### config.mk
export PLATFORM = sky130hd
export DESIGN_NAME = car_cmd_uart_tx
export DESIGN_NICKNAME = d
export VERILOG_FILES = /design/src/rtl/car_pkg.sv /design/src/rtl/uart_baud_tick.sv /design/src/rtl/car_cmd_uart_tx.sv
export SDC_FILE = /design/constraint.sdc
export NUM_CORES = 1
export LEC_CHECK = 0
export CAP_MARGIN = 20
export CORE_ASPECT_RATIO = 1.75
export CORE_UTILIZATION = 55
export CTS_BUF_LIST = sky130_fd_sc_hd__clkbuf_2
export CTS_CLUSTER_SIZE = 16
export DETAILED_ROUTE_END_ITERATION = 8
export HOLD_SLACK_MARGIN = 0.15
export MAX_ROUTING_LAYER = met4
export PLACE_DENSITY = 0.82
export SYNTH_ARGS = -nofsm -noshare
export SYNTH_HDL_FRONTEND = slang
export SYNTH_HIERARCHICAL = 1
export SYNTH_SLANG_ARGS = --single-unit
### constraint.sdc
create_clock -name sys_clk -period 2.3 [get_ports sys_clk]
set_clock_uncertainty 0.2 [all_clocks]
set_input_delay 0.46 -clock sys_clk [delete_from_list [all_inputs] [get_ports sys_clk]]
set_output_delay 0.46 -clock sys_clk [all_outputs]
set_load 0.02 [all_outputs]
### src/rtl/car_pkg.sv
// Shared definitions for the car command UART link: command bit positions,
// transmitter state encoding and default timing parameters.
package car_pkg;

  localparam int CMD_LEFT     = 0;
  localparam int CMD_RIGHT    = 1;
  localparam int CMD_FORWARD  = 2;
  localparam int CMD_BACKWARD = 3;
  localparam int CMD_PLACE    = 4;
  localparam int CMD_DESTROY  = 5;

  localparam int DEFAULT_CLK_FREQ = 100_000_000;
  localparam int DEFAULT_BAUD     = 9600;

  typedef enum logic [1:0] {
    UART_IDLE  = 2'd0,
    UART_START = 2'd1,
    UART_DATA  = 2'd2,
    UART_STOP  = 2'd3
  } uart_state_t;

endpackage

### src/rtl/uart_baud_tick.sv
// Bit-period counter: counts 0..DIV-1 and flags the last cycle of each period.
// A restart forces the next cycle to be the first of a fresh period.
module uart_baud_tick #(
  parameter int DIV = 10416
) (
  input  logic sys_clk,
  input  logic rst_n,
  input  logic restart,
  output logic tick
);

  localparam int CW = (DIV > 1) ? $clog2(DIV) : 1;
  localparam logic [CW-1:0] LAST = CW'(DIV - 1);

  logic [CW-1:0] count;

  always_ff @(posedge sys_clk) begin
    if (!rst_n) begin
      count <= '0;
    end else if (restart || (count == LAST)) begin
      count <= '0;
    end else begin
      count <= count + 1'b1;
    end
  end

  assign tick = (count == LAST);

endmodule

### src/rtl/car_cmd_uart_tx.sv
// Sends the 6-bit drive/barrier command as 8N1 UART frames whenever it changes,
// on a periodic refresh, and once as 8'h00 when the engine is switched off.
module car_cmd_uart_tx
  import car_pkg::*;
#(
  parameter int CLK_FREQ       = DEFAULT_CLK_FREQ,
  parameter int BAUD           = DEFAULT_BAUD,
  parameter int REFRESH_CYCLES = 10_000_000
) (
  input  logic sys_clk,
  input  logic rst_n,
  input  logic engine_on,
  input  logic turn_left_signal,
  input  logic turn_right_signal,
  input  logic move_forward_signal,
  input  logic move_backward_signal,
  input  logic place_barrier_signal,
  input  logic destroy_barrier_signal,
  output logic tx,
  output logic busy,
  output logic frame_done
);

  localparam int DIV = CLK_FREQ / BAUD;
  localparam int TW  = (REFRESH_CYCLES > 1) ? $clog2(REFRESH_CYCLES) : 1;
  localparam logic [TW-1:0] REFRESH_LAST = TW'(REFRESH_CYCLES - 1);

  uart_state_t   state;
  uart_state_t   state_next;
  logic [7:0]    cmd;
  logic [7:0]    send_byte;
  logic [7:0]    shift_reg;
  logic [7:0]    last_sent;
  logic [2:0]    bit_idx;
  logic [TW-1:0] refresh_timer;
  logic          pending;
  logic          force_zero;
  logic          engine_prev;
  logic          refresh_hit;
  logic          power_off;
  logic          send_req;
  logic          latch;
  logic          baud_tick;
  logic          baud_restart;

  always_comb begin
    cmd               = '0;
    cmd[CMD_LEFT]     = turn_left_signal;
    cmd[CMD_RIGHT]    = turn_right_signal;
    cmd[CMD_FORWARD]  = move_forward_signal;
    cmd[CMD_BACKWARD] = move_backward_signal;
    cmd[CMD_PLACE]    = place_barrier_signal;
    cmd[CMD_DESTROY]  = destroy_barrier_signal;
  end

  assign refresh_hit  = engine_on && (refresh_timer == REFRESH_LAST);
  assign power_off    = engine_prev && !engine_on;
  assign send_req     = engine_on && ((cmd != last_sent) || refresh_hit);
  // A pending byte is taken either from idle or straight out of the stop bit,
  // so back-to-back frames need no idle gap.
  assign latch        = pending &&
                        ((state == UART_IDLE) || ((state == UART_STOP) && baud_tick));
  assign send_byte    = force_zero ? 8'h00 : cmd;
  assign baud_restart = (state_next != state);

  uart_baud_tick #(
    .DIV (DIV)
  ) u_baud (
    .sys_clk (sys_clk),
    .rst_n   (rst_n),
    .restart (baud_restart),
    .tick    (baud_tick)
  );

  // Power-off wins over a simultaneous latch so the 8'h00 frame is never lost.
  always_ff @(posedge sys_clk) begin
    if (!rst_n) begin
      engine_prev   <= 1'b0;
      refresh_timer <= '0;
      pending       <= 1'b0;
      force_zero    <= 1'b0;
    end else begin
      engine_prev <= engine_on;
      if (!engine_on || refresh_hit) begin
        refresh_timer <= '0;
      end else begin
        refresh_timer <= refresh_timer + 1'b1;
      end
      if (power_off) begin
        pending    <= 1'b1;
        force_zero <= 1'b1;
      end else if (latch) begin
        pending    <= 1'b0;
        force_zero <= 1'b0;
      end else if (send_req) begin
        pending    <= 1'b1;
      end
    end
  end

  always_ff @(posedge sys_clk) begin
    if (!rst_n) begin
      state <= UART_IDLE;
    end else begin
      state <= state_next;
    end
  end

  always_comb begin
    state_next = state;
    case (state)
      UART_IDLE:  if (pending) state_next = UART_START;
      UART_START: if (baud_tick) state_next = UART_DATA;
      UART_DATA:  if (baud_tick && (bit_idx == 3'd7)) state_next = UART_STOP;
      UART_STOP:  if (baud_tick) state_next = pending ? UART_START : UART_IDLE;
      default:    state_next = UART_IDLE;
    endcase
  end

  always_comb begin
    tx         = 1'b1;
    busy       = 1'b0;
    frame_done = 1'b0;
    case (state)
      UART_START: begin
        tx   = 1'b0;
        busy = 1'b1;
      end
      UART_DATA: begin
        tx   = shift_reg[0];
        busy = 1'b1;
      end
      UART_STOP: begin
        busy       = 1'b1;
        frame_done = baud_tick;
      end
      default: ;
    endcase
  end

  always_ff @(posedge sys_clk) begin
    if (!rst_n) begin
      shift_reg <= '0;
      last_sent <= '0;
      bit_idx   <= '0;
    end else if (latch) begin
      shift_reg <= send_byte;
      last_sent <= send_byte;
      bit_idx   <= '0;
    end else if ((state == UART_DATA) && baud_tick) begin
      shift_reg <= {1'b0, shift_reg[7:1]};
      bit_idx   <= bit_idx + 1'b1;
    end
  end

endmodule

==> results.py <==
metrics = {
    "status": {
        "outcome": "finished, violations left",
        "violations": "setup timing",
    },
    "grt": {
        "antenna_found_initial": 0,
        "track_usage": 0.2453,
        "grt_max_degree": 24,
        "grt_overflow": 0,
        "grt_pass1_vias": 2093,
        "grt_pass1_wl_mm": 8.645,
    },
    "route": {
        "ant_nets": 0,
        "num_vias": 2160,
        "first_iter_violations": 42,
        "drt_pass1_iterations": 4,
        "drc": 0,
        "postRouteWirelength_mm": 5.255,
        "vias_per_cell": 5.360,
        "wire_per_inst_um": 13.04,
    },
    "clocking": {
        "cts_max_level": 3,
        "clk_path_buf_depth": 2,
        "clk_pin_slew_ns": 0.14,
        "root_buffer": "clkbuf_2",
        "cts_hold_buf": 0,
        "cts_tree": "done",
        "cts.sinks": 58,
        "numCtsBuffers": 9,
        "clock_latency_ns": 0.47,
    },
    "synth": {
        "ys_seq_area_frac": 0.4477,
        "syn_nets": 314,
        "yosysWarnings": 6,
        "syn_inst": 301,
        "synth.avg_cell_area_um2": 8.617,
        "synth_cell_types": 38,
        "synth_area_um2": 2594,
        "synth_seq_cells": 58,
    },
    "sta": {
        "tightestPinTransition_ns": 0.4357,
        "whs_ns": 0.2770,
        "finalMaxSlewViolations": 0,
        "finalHoldViolations": 0,
        "tns_ns": -0.6571,
        "layout_setup_ws_ns": -0.3660,
        "setup_viol": 12,
        "fmax_mhz": 375.1,
        "fin_crit_ns": 2.666,
        "rsz0062_at_grt": "true",
        "fin_crit_sh": 1.159,
        "slew_headroom": 0.7071,
    },
    "setup_path": {
        "regToRegSetupSlack_ns": -0.04,
        "critical_path_class": "reg -> out",
        "worstPathCellList": "or4b_4 -> nor4_4 -> nand3_1 -> inv_1 -> buf_6",
        "r2r-start": "u_baud/count[12]",
        "crit_fanout": 2,
        "cp_data_arrival_time_ns": 2.01,
        "worst_ep_required_time_ns": 1.64,
        "slowest_delay_ns": 0.54,
        "crit_path_start_kind": "flip-flop",
        "crit_buf_inv": 2,
        "slowest_stage": "or4b_4",
        "crit_start": "u_baud/count[12]",
        "r2r_cells": 8,
        "worst_setup_path_end_kind": "output port",
        "crit_family": "simple AND/OR/NAND/NOR gates",
        "r2r-end": "last_sent[4]",
    },
    "layout": {
        "reg_top3": "refresh_timer (24), u_baud/count (14)",
        "drive_above_1_share": 0.2159,
        "top_register": "refresh_timer",
        "antenna_cells": 0,
        "syn_to_final_growth_pct": 22.05,
        "finalNetCount": 360,
        "largest_reg_flops": 24,
        "num-fill-cells": 356,
    },
    "placed_design": {
        "dp_hpwl_mm": 3.641,
        "gp_congestion": 0.8143,
        "io_buffer_count": 11,
    },
    "power_and_ir_drop": {
        "power.leakage_nw": 1.204,
        "total_power_mw": 1.869,
        "power_density_nw_per_um2": 590.5,
        "peakVddDrop_mv": 0.4056,
    },
    "min_path": {
        "hold_class": "reg -> reg",
        "worstHoldEndpoint": "last_sent[3]",
        "holdPathStages": 2,
        "hold_path.startpoint": "last_sent[3]",
    },
    "floorplan": {
        "die_w_um": 53.91,
        "rows": 32,
        "start_util": 0.5784,
        "dieArea_um2": 5005,
        "io_pins": 12,
        "die_h_um": 92.85,
        "core_um2": 4484,
    },
    "flow_run": {
        "drv_cap": 0,
    },
}
## how the worst max path moves through the flow
stage / end / slack (ns) / cells after the start
2_1_floorplan: shift_reg[0] / 0.02 / 8
3_3_place_gp: frame_done / -0.40 / 5
3_5_place_dp: frame_done / -0.43 / 5
4_1_cts: frame_done / -0.39 / 5
5_1_grt: frame_done / -0.43 / 5
6_report: frame_done / -0.37 / 5
## cells by family after synthesis
family | share of synthesized area
and+or+nand+nor | 0.2764
buffers and inverters | 0.04148
xor gates and xnor gates | 0.1418
adders and majority gates | 0.01930
DFF | 0.4477
AOI/OAI and AO/OA | 0.07333
## area by class of cell
class	count	area, µm²	area share
clock inverter	5	45.04	0.01423
clock buffer	11	55.05	0.01739
timing repair buffer	43	374.1	0.1182
multi-input combinational	222	1406	0.4443
sequential	58	1172	0.3704
tap	51	63.81	0.02016
inverter	13	48.80	0.01542
## what timing repair did
item,4_1_cts,5_1_grt
cloned,0,1
buffers inserted,23,2
endpoints found under the setup margin,16,39
endpoints found under the hold margin,0,0
pin swaps,8,9
gates resized for setup,26,17
## worst register-to-register path: stages (launching register included)
cell      delay [ns]
dfxtp_2         0.35
or4b_4          0.54
nor4_4          0.31
nand3_1         0.14
buf_4           0.16
a211oi_2        0.18
buf_4           0.20
nand2_1         0.08
a21boi_1        0.13
## cells in the mapped netlist
library cell	instances	share of area
nor3_1	9	0.017
xnor2_1	25	0.084
or2_2	1	0.0024
a21boi_0	6	0.017
nor2b_1	3	0.0072
nand3_2	1	0.0039
and4_1	2	0.0068
dfxtp_1	58	0.45
or4_4	1	0.0043
buf_4	2	0.0058
nor2_1	50	0.072
inv_1	13	0.019
nand3_1	13	0.025
xor2_1	17	0.057
o21ai_0	8	0.015
nor4_1	2	0.0048
nor2_2	1	0.0024
or2_1	1	0.0024
clkbuf_1	3	0.0043
or4b_1	3	0.012
a222oi_1	1	0.0039
nand4_1	12	0.029
a21oi_1	6	0.012
o22ai_1	1	0.0024
o31ai_1	1	0.0029
and2_1	2	0.0048
buf_2	2	0.0039
nand4_2	1	0.0048
nand2b_2	1	0.0034
or3b_1	1	0.0034
a21o_1	1	0.0029
ha_1	4	0.019
or3_1	1	0.0024
a31oi_1	5	0.012
nor4_2	3	0.014
nand2_1	37	0.054
a211oi_2	1	0.0048
buf_6	2	0.0087
## cells in the final DEF (no fill, tap or decap), types with 9 or more instances in the layout
master | netlist | layout
buf_4 | 2 | 29
clkbuf_2 | 0 | 12
dfxtp_1 | 58 | 51
inv_1 | 13 | 13
nand2_1 | 37 | 33
nand3_1 | 13 | 13
nand4_1 | 12 | 12
nor2_1 | 50 | 49
nor3_1 | 9 | 9
xnor2_1 | 25 | 25
xor2_1 | 17 | 17
## metal layers
metal  global-route usage  part of all wire  vias to the layer above
met2               0.4095              0.55                       30
li1                     -                 -                     1108
met5                    -                 0                        -
met1               0.2459              0.39                     1003
met3              0.06076             0.027                       19
met4               0.1404             0.031                        0
## through the flow
| step | instance area, µm² | util | worst slack (ns) | cells |
|---|---|---|---|---|
| finish | 3166 | 0.7059 | -0.3660 | 403 |
| global placement | 2955 | 0.6590 | -0.4046 | 382 |
| detailed placement | 2955 | 0.6590 | -0.4322 | 382 |
| floorplan | 2605 | - | 0.01701 | 301 |
| global route | 3166 | 0.7059 | -0.4331 | 403 |
| CTS | 3112 | 0.6939 | -0.3920 | 402 |
## where the power goes
part	total, mW	internal, mW	leakage, nW	switching [mW]
combinational	0.213	0.102	0.664	0.110
sequential	1.06	1.04	0.474	0.0243
clock	0.595	0.247	0.0661	0.348
total	1.87	1.39	1.20	0.482
(Power assumes the default switching activity.)
